`src/rtl/ndma_pkg.sv`:
```
// NanoDMA shared definitions.
//   ndma_rd_state_e : source read engine FSM states.
//   ndma_align      : byte stride and address alignment mask for a given data width.
package ndma_pkg;

  typedef enum logic [1:0] {
    StIdle,
    StIssue,
    StDrain,
    StFinish
  } ndma_rd_state_e;

  typedef struct packed {
    logic [63:0] stride;
    logic [63:0] mask;
  } ndma_align_t;

  // Bytes per word and the mask that clears the sub-word address bits.
  function automatic ndma_align_t ndma_align(input int unsigned data_width);
    ndma_align_t a;
    a.stride = 64'(data_width / 8);
    a.mask   = ~(a.stride - 64'd1);
    return a;
  endfunction

endpackage

```
`src/rtl/ndma_src_reader.sv`:
```
// NanoDMA source-side read engine.
// On an accepted start it issues word-aligned OBI reads from the source address and pushes
// every returned word straight into the DMA data FIFO. New requests are only raised while the
// number of granted-but-unanswered reads is below both MaxOutstanding and the FIFO free space,
// so returned data can never overflow the FIFO.
//
// Ports:
//   clk_i, rst_i           clock, synchronous active-high reset
//   start_i                one-cycle start command (ignored unless idle)
//   src_addr_i, len_i      source byte address and length in words, sampled on start
//   busy_o, done_o, err_o  status: busy span, one-cycle completion pulse, sticky response error
//   obi_*                  OBI read master (A and R channels)
//   fifo_free_i            free slots of the downstream FIFO
//   fifo_push_o, fifo_data_o  FIFO push strobe and data
module ndma_src_reader
  import ndma_pkg::*;
#(
  parameter int unsigned DataWidth      = 32,
  parameter int unsigned AddrWidth      = 32,
  parameter int unsigned MaxTxSize      = 256,
  parameter int unsigned MaxOutstanding = 2,
  parameter int unsigned FifoDepth      = 4,
  parameter int unsigned LenW           = $clog2(MaxTxSize) + 1,
  parameter int unsigned FreeW          = $clog2(FifoDepth) + 1
) (
  input  logic                   clk_i,
  input  logic                   rst_i,
  input  logic                   start_i,
  input  logic [AddrWidth-1:0]   src_addr_i,
  input  logic [LenW-1:0]        len_i,
  output logic                   busy_o,
  output logic                   done_o,
  output logic                   err_o,
  output logic                   obi_req_o,
  input  logic                   obi_gnt_i,
  output logic [AddrWidth-1:0]   obi_addr_o,
  output logic                   obi_we_o,
  output logic [DataWidth/8-1:0] obi_be_o,
  input  logic                   obi_rvalid_i,
  input  logic [DataWidth-1:0]   obi_rdata_i,
  input  logic                   obi_err_i,
  input  logic [FreeW-1:0]       fifo_free_i,
  output logic                   fifo_push_o,
  output logic [DataWidth-1:0]   fifo_data_o
);

  localparam int unsigned OutW = $clog2(MaxOutstanding + 1);
  localparam ndma_align_t Align = ndma_align(DataWidth);
  localparam logic [AddrWidth-1:0] Stride    = Align.stride[AddrWidth-1:0];
  localparam logic [AddrWidth-1:0] AlignMask = Align.mask[AddrWidth-1:0];

  ndma_rd_state_e       state_q;
  logic [AddrWidth-1:0] addr_q;
  logic [LenW-1:0]      remaining_q;
  logic [OutW-1:0]      outstanding_q;
  logic                 hold_q;   // request raised but not yet granted
  logic                 done_q;
  logic                 err_q;

  logic credit_ok;
  logic req;
  logic grant;

  // Credit is only consulted when raising; once raised, hold_q keeps the request up until
  // granted no matter how the credit inputs move.
  assign credit_ok = (32'(outstanding_q) < MaxOutstanding) &&
                     (32'(outstanding_q) < 32'(fifo_free_i));
  assign req       = hold_q | ((state_q == StIssue) && (remaining_q != '0) && credit_ok);
  assign grant     = req & obi_gnt_i;

  always_ff @(posedge clk_i) begin
    if (rst_i) begin
      state_q       <= StIdle;
      addr_q        <= '0;
      remaining_q   <= '0;
      outstanding_q <= '0;
      hold_q        <= 1'b0;
      done_q        <= 1'b0;
      err_q         <= 1'b0;
    end else begin
      done_q <= 1'b0;

      // A grant and a response in the same cycle cancel out.
      case ({grant, obi_rvalid_i})
        2'b10:   outstanding_q <= outstanding_q + OutW'(1);
        2'b01:   outstanding_q <= outstanding_q - OutW'(1);
        default: outstanding_q <= outstanding_q;
      endcase

      // Errored responses still land in the FIFO; only the sticky flag records them.
      if (obi_rvalid_i && obi_err_i) begin
        err_q <= 1'b1;
      end

      case (state_q)
        StIdle: begin
          if (start_i) begin
            err_q <= 1'b0;
            if (len_i == '0) begin
              state_q <= StFinish;
              done_q  <= 1'b1;
            end else begin
              addr_q      <= src_addr_i & AlignMask;
              remaining_q <= len_i;
              state_q     <= StIssue;
            end
          end
        end
        StIssue: begin
          if (grant) begin
            addr_q      <= addr_q + Stride;
            remaining_q <= remaining_q - LenW'(1);
            hold_q      <= 1'b0;
            if (remaining_q == LenW'(1)) begin
              state_q <= StDrain;
            end
          end else if (req) begin
            hold_q <= 1'b1;
          end
        end
        StDrain: begin
          // A response in this cycle means the counter is not really settled yet.
          if ((outstanding_q == '0) && !obi_rvalid_i) begin
            state_q <= StFinish;
            done_q  <= 1'b1;
          end
        end
        StFinish: begin
          state_q <= StIdle;
        end
        default: begin
          state_q <= StIdle;
        end
      endcase
    end
  end

  assign busy_o      = (state_q != StIdle);
  assign done_o      = done_q;
  assign err_o       = err_q;
  assign obi_req_o   = req;
  assign obi_addr_o  = addr_q;
  assign obi_we_o    = 1'b0;
  assign obi_be_o    = '1;
  assign fifo_push_o = obi_rvalid_i;
  assign fifo_data_o = obi_rdata_i;

endmodule

```
`config.mk`:
```
export PLATFORM = sky130hd
export DESIGN_NAME = ndma_src_reader
export DESIGN_NICKNAME = d
export VERILOG_FILES = /design/src/rtl/ndma_pkg.sv /design/src/rtl/ndma_src_reader.sv
export SDC_FILE = /design/constraint.sdc
export NUM_CORES = 1
export LEC_CHECK = 0
export ABC_AREA = 1
export ABC_CLOCK_PERIOD_IN_PS = 3000
export CORE_MARGIN = 5
export CORE_UTILIZATION = 44
export DETAILED_ROUTE_END_ITERATION = 8
export PLACE_DENSITY = 0.89
export SYNTH_ARGS = -nofsm -noshare
export SYNTH_HDL_FRONTEND = slang
export SYNTH_SLANG_ARGS = --single-unit
export TNS_END_PERCENT = 1
```
`constraint.sdc`:
```
create_clock -name clk_i -period 3 [get_ports clk_i]
set_input_delay 0.9 -clock clk_i [delete_from_list [all_inputs] [get_ports clk_i]]
set_output_delay 0.9 -clock clk_i [all_outputs]
set_load 0.02 [all_outputs]
```
After elaboration in Yosys (flattened, before gate mapping)
Cells that the tools add are included.
{ "classes": {"mux": 24, "add_sub_neg": 4, "n_reduce_logical": 17, "bitwise_logic": 2, "order_cmp": 2, "eq_ne": 11} }
{ "op_table": {"columns": ["cell", "n"], "rows": [
  ["2-to-1 mux 32 bit", 3],
  ["case mux 32 bit (2 select lines)", 1],
  ["adder 32 x 3 -> 32 bit (second input constant)", 1],
  ["2-to-1 mux 9 bit", 3],
  ["case mux 9 bit (2 select lines)", 1],
  ["2-to-1 mux 2 bit", 5],
  ["equality test 9 x 1 -> 1 bit (second input constant)", 1],
  ["zero test 9 bit", 1],
  ["nonzero test 9 bit", 1],
  ["subtractor 9 x 1 -> 9 bit (second input constant)", 1],
  ["2-to-1 mux 1 bit", 8],
  ["inequality test 2 bit (second input constant)", 4],
  ["case mux 2 bit (4 select lines)", 1],
  ["AND reduction 4 bit", 2],
  ["nonzero test 2 bit", 4],
  ["equality test 2 bit (second input constant)", 3],
  ["logical AND 1 bit", 5],
  ["equality test 2 x 1 -> 1 bit (second input constant)", 2],
  ["zero test 2 bit", 2],
  ["case mux 2 bit (2 select lines)", 1],
  ["< comparator 2 x 3 -> 1 bit", 1],
  ["adder 2 x 1 -> 2 bit (second input constant)", 1],
  ["< comparator 2 bit (second input constant)", 1],
  ["inequality test 2 x 1 -> 1 bit (second input constant)", 1],
  ["6 further kinds", 6]
]} }
{ "word_totals": {"wordCells": 67, "reg_bits": 48, "inputBits": 82} }

Depth between registers and ports, before layout
{ "logic_depth": {"word_depth": 7, "mapped_depth": 14, "mapped_depth_nobuf": 14} }

Worst setup path before layout
Ideal clock, no wire load.
{ "synth_timing": {"kind": "input to output", "from": "in fifo_free_i[1]", "to": "out obi_req_o", "slack_ps": 462, "arrival_time_ps": 1638, "stages": 7, "path_cell_list": "inv_1 -> ha_1 -> inv_1 -> nor2_1 -> nand2_1 -> nand3_1 -> o21bai_4"} }
{ "synth_between": {"elab_chain_cells": 4} }
{ "synth_rtl": {"columns": ["item", "line_no", "source"], "rows": [
  ["start, declared", "ndma_src_reader.sv:42", "input logic [FreeW-1:0] fifo_free_i,"],
  ["< comparator 2 x 3 -> 1 bit", "ndma_src_reader.sv:67", "(32'(outstanding_q) < 32'(fifo_free_i));"],
  ["logical AND 1 bit", "ndma_src_reader.sv:66", "assign credit_ok = (32'(outstanding_q) < MaxOutstanding) &&"],
  ["logical AND 1 bit", "ndma_src_reader.sv:68", "assign req = hold_q | ((state_q == StIssue) && (remaining_q != '0) && credit_ok);"],
  ["OR 1 bit", "ndma_src_reader.sv:68", null],
  ["end, declared", "ndma_src_reader.sv:34", "output logic obi_req_o,"]
]} }
Every way passes these cells.

Final worst setup path
{ "layout_timing": {"from": "in obi_rvalid_i", "to": "out fifo_push_o"} }
{ "layout_lines": {"columns": ["item", "line_no", "source"], "rows": [
  ["start, declared", "ndma_src_reader.sv:39", "input logic obi_rvalid_i,"],
  ["end, declared", "ndma_src_reader.sv:43", "output logic fifo_push_o,"]
]} }
No word-level cell between the ends.

==> results.md <==
- Post-synth EDFFs: 0
- Syn avg cell area: 5.56 µm²
- CP Launch Type: input port
- Crit path cell chain: clkdlybuf4s50_1, clkdlybuf4s50_1
- # diodes: 0
- Synth Flop Type: dfxtp_1
- Final Hold Fails: 0
- CP max stage delay: 0.60 ns
- Max-cap violations: 0
- Clock sinks: 46
- Largest area contributor in the netlist: nand2_1
- M3 GR Usage: 5.34%
- Antenna Nets Post-Route: 0
- Met2 GRT Util: 31.3%
- Slew Limit Fails: 0
- Post-DR vias/cell: between 4 and 5
- DRC: 0
- Min Clock Period, post-route: 2.88 ns
- Initial Util: 44.8%
- Largest net degree at the start of global routing: 51
- Hold Path Class: flip-flop to flip-flop
- Yosys cell types: 34
- Setup crit end kind: primary output
- Fin nets: 833
- Drt pass-1 iters: 5
- Routed via count: 4175
- Req. time, crit path: roughly 2.1 ns
- Fin area: 0.00467 mm²
- DP Wirelength: 7.79 mm
- CP top delay family: buffers and inverters
- CTS tree: done
- Met1 Usage GRT: 23.9%
- Synth Register Bits: 46
- Routed WL: approximately 10 mm
- Remaining Overflow, GRT: 0
- Share of the synthesized area in the top cell type: 24.0%
- Post-Syn Area: about 0.0039 mm²
- # port buffers: between 80 and 90
- Total core area: ~0.0087 mm²
- Skew-Pair Late Insertion Delay: 0.31 ns
- Aggregate global-route resource usage: 18.8%
- Final WS setup: 0.119 ns
- Cells on Worst Hold Path: 2
- Setup total negative slack: 0 ns
- First-pass GRT wire length: 17.6 mm
- Setup CP Type: input port to primary output
- Final worst-path cycle share: 96.0%
- Post-synth ARST share: 0%
- Pwr/cell area: 1030 mW/mm²
- CP Max Fanout: 2
- Area Overhead vs Synth: 20.1%
- Synth area leaders: nand2_1 (24%), dfxtp_1 (24%), nor2_1 (14%)
- Peak supply drop: slightly above 0.0005 V
- P_leak: around 2.2 nW
- Vias in the first global route: 3846
- Initial detailed-routing violation count: between 200 and 250
- Fin util: between 50% and 60%
- Unrepaired setup endpoints after global routing: false
- GP Congestion: 0.928
- CP most frequent cell: clkdlybuf4s50_1
- Initial antenna violation count: 0
- Area after DPL: ~0.0046 mm²
- Max Root-Sink Buffers: 2
- Cells after DPL: 843
- Register area share after synthesis: around a quarter
- Final clock skew: 0.0186 ns
- R2r worst-path depth: 10
- Place WS: -0.600 ns
- CTS Buf Count: 5
- Die Height: around 100 µm
- Slowest CP cell: clkdlybuf4s50_1
- Mapped Cells: 699
- Clk root buf: clkbuf_8
- Post-route insts no fill: roughly 850
- FP Rows: 34
- H-tree level count: 2
- Crit path DAT: 1.98 ns
- Buf+Inv Stages, Crit Path: 2
- Ratio of cells with drive above 1 in the final layout: 4.58%
- Gr busiest metal: met2
- Status: finished, final reports clean
- Synth warnings: 0
- Die Area: 0.0108 mm²
- DR WL/cell: 12.1 µm
- Setup-failing EPs final: 0
- WP depth: 2
- Highest Clock Rate: 347 MHz
- DIE WIDTH: 104 µm
- Clock-pin slew on the worst setup and hold paths: 0.09 ns
- Top Ports: 156
==> through the flow <==
step / total power (W) / hold slack (ns)
global placement: 0.00430 / 0.457
detailed placement: 0.00437 / 0.469
floorplan: 0.00344 / 0.439
global route: 0.00533 / 0.493
CTS: 0.00483 / 0.484
finish: 0.00482 / 0.489
==> placed cells by master, fill, tap and decap left out, types with 3 or more instances in the layout <==
cell	n
nand3_1	35
o31ai_1	4
dfxtp_1	46
clkdlybuf4s50_1	80
conb_1	7
nand4_1	15
inv_1	73
o21ai_0	18
a21oi_1	16
buf_4	10
clkbuf_8	7
nand2_1	248
ha_1	9
xor2_1	4
nor2_2	3
nor2_1	141
==> where the power goes <==
part,switching (W),internal (W),leakage [nW]
Clock,0.000238,0.000212,0.0544
Combinational,0.00189,0.00126,1.78
Sequential,0.000332,0.000889,0.381
==> routing by layer <==
layer,wire [µm],up-vias
met5,0,-
met2,4770,166
met3,756,15
met4,117,0
met1,4690,1816
li1,-,2178
==> sequential cells by signal, indices dropped and copies added, names as in the netlist <==
| register | cells |
|---|---|
| hold_q | 1 |
| err_o | 1 |
| remaining_q | 9 |
| done_o | 1 |
| state_q | 2 |
| outstanding_q | 2 |
| obi_addr_o | 30 |
==> layout make-up <==
type                       count  area, µm²
multi-input combinational    519       2280
clock buffer                   7       96.3
fill                         907       4010
sequential                    46        921
inverter                      76        285
tap                          108        135
timing repair buffer          94        936
clock inverter                 1       8.76
==> cell usage after synthesis (3+ instances only) <==
master      n
dfxtp_1    46
o21ai_0    18
inv_1      73
nand3_1    36
a21oi_1    16
xor2_1      4
buf_2       5
nand2_1   248
nor2_2      3
ha_1        9
buf_4      41
clkbuf_1   12
o31ai_1     4
nor2_1    141
buf_6       3
nand4_1    15
==> logic make-up after synthesis <==
kind of cell	after synthesis	share of synthesized area (%)
compound gates	46	6.92
xor+xnor	5	1.13
fa+ha+maj	9	2.90
buf+inv	139	18.1
flops	46	23.7
other cells	2	0.193
simple gates	452	47.0
==> repair_timing <==
action	4_1_cts	5_1_grt
hold buffers	0	0
gates resized for setup	8	0
setup buffers	0	0
endpoints found under the setup margin	1	0
==> worst paths after layout <==
check           startpoint             end  slack (ns)
min reg2reg         hold_q          hold_q        0.49
max           obi_rvalid_i     fifo_push_o        0.12
max reg2reg  obi_addr_o[2]  obi_addr_o[22]        0.85
min                 hold_q          hold_q        0.49
No activity file was read; power rests on OpenSTA's default activity.
==> variant: new RTL, config.mk and constraints unchanged <==
Set the parameter `MaxTxSize` to 512 (it was 256).
--- a/src/rtl/ndma_src_reader.sv
+++ b/src/rtl/ndma_src_reader.sv
@@ -17,7 +17,7 @@
 #(
   parameter int unsigned DataWidth      = 32,
   parameter int unsigned AddrWidth      = 32,
-  parameter int unsigned MaxTxSize      = 256,
+  parameter int unsigned MaxTxSize      = 512,
   parameter int unsigned MaxOutstanding = 2,
   parameter int unsigned FifoDepth      = 4,
   parameter int unsigned LenW           = $clog2(MaxTxSize) + 1,
Ports: changed (resized len_i); port bits go from 156 to 157. The function was not compared with the original's and may differ.
==> variant against the original RTL <==
Power is 0.50% lower. Sequential cell count is 1 higher. Worst setup slack better by 0.0061 ns. Area after synthesis is 2.3% higher. Routed wire length is 1.7% lower. Cell area is 1.2% higher. Sequential share of layout area is 0.20 points higher.
==> variant: results (changes against the original RTL) <==
Status
The run finished with clean final reports.

Detailed routing
The count of routing violations after the opening detailed-route iteration is 218 (+1.9%). The met3 layer wire length in the routed design is 736 µm (-2.6%). The average vias per placed instance is 4.88 (-0.61%). The met1 wire length is 4380 µm (-6.6%). The length of routed met2 wiring was 4900 µm (+2.7%). The detailed-route wire length is 10200 µm (-1.7%).

Placement
The half-perimeter wire length after placement is 7800 µm (about the same). The final weighted congestion in routability-driven placement is 0.984 (+6.1%). The number of buffer cells added on primary ports is 83 (+1.2%). The setup slack after placement is -0.537 ns (+0.0633 ns). The number of cells after detailed placement was 857 (+1.7%). The cell area after placement came to 4620 µm² (+1.5%).

Finish
The fraction of final layout cells sized beyond drive strength 1 is 0.0423 (-0.00349). The final layout net count is 848 (+1.8%). The count of non-filler cells in the finished layout is 865 (+1.6%).

Yosys
After synthesis, the most frequently instantiated cells are nand2_1 (251), nor2_1 (147), inv_1 (78). The portion of the post-synthesis area used by sequential elements came to 0.237 (about the same).

Global route
The wire length of the first global-routing pass came to 17100 µm (-3.0%). The number of global-route vias before repair came to 3870 (+0.62%). The met3 track demand over resource is 0.0413 (-0.0121). The total routing resource utilization after global routing was 0.180 (-0.00777). The met1 routing resource usage after global routing is 0.219 (-0.0198).

The largest net degree at the start of global routing is 44 (-14%). The met2 usage in global routing is 0.317 (+0.00415).

Power
The peak ir drop on the vdd network is 0.000497 V (-1.3%). The leakage component of the power is 2.27 nW (+2.7%). The power dissipated by switching net loads is 2.45 mW (-0.60%). The clock distribution power is 401 µW (-11%).

STA
The final worst clock skew is 0.00888 ns (-0.00967 ns).
==> variant: changes by cell type after synthesis, moves of 3 or more <==
cell	unedited run	this run
inv_1	73	78
nand2_1	248	251
nor2_1	141	147
buf_2	5	1
buf_6	3	7
==> variant: layout make-up <==
| cell class | instances | area [µm²] |
|---|---|---|
| clock buffers | 6 | 82.6 |
| inverters | 80 | 300 |
| fillers | 864 | 4040 |
| clock inverters | 1 | 5.00 |
| well taps | 108 | 135 |
| multi-input cells | 528 | 2310 |
| repair buffers | 95 | 946 |
| flip-flops and latches | 47 | 941 |
==> variant: worst paths after layout <==
| kind | end | slack, ns | depth (start not counted) |
|---|---|---|---|
| hold / removal | hold_q | 0.47 | 2 |
| setup / recovery | fifo_push_o | 0.12 | 2 |
| hold reg to reg | hold_q | 0.47 | 2 |
| setup reg to reg | outstanding_q[1] | 0.62 | 16 |
==> variant: worst register-to-register path, cell delays in order (launching register included) <==
cell	delay, ns
dfxtp_1	0.36
inv_1	0.15
ha_1	0.23
nand2_2	0.10
nor2_2	0.17
nand2_1	0.10
nand2_1	0.09
nand2_2	0.06
buf_4	0.13
buf_4	0.13
nand2_4	0.07
ha_1	0.22
inv_1	0.08
nand2_1	0.06
nor2_1	0.13
o21ai_0	0.11
a21oi_1	0.14
==> variant: timing repair <==
item | 4_1_cts | 5_1_grt
resized for setup | 7 | 0
buffers inserted | 1 | 0
hold buffers | 0 | 0
setup endpoints to repair | 1 | 0
==> variant: kinds of logic after synthesis <==
group | after synthesis | share of synthesized area
adders and majority gates | 8 | 0.0252
and+or+nand+nor | 463 | 0.475
DFF | 47 | 0.237
buffers and inverters | 142 | 0.186
AOI/OAI and AO/OA | 45 | 0.0633
other | 2 | 0.00189
xor gates and xnor gates | 5 | 0.0110
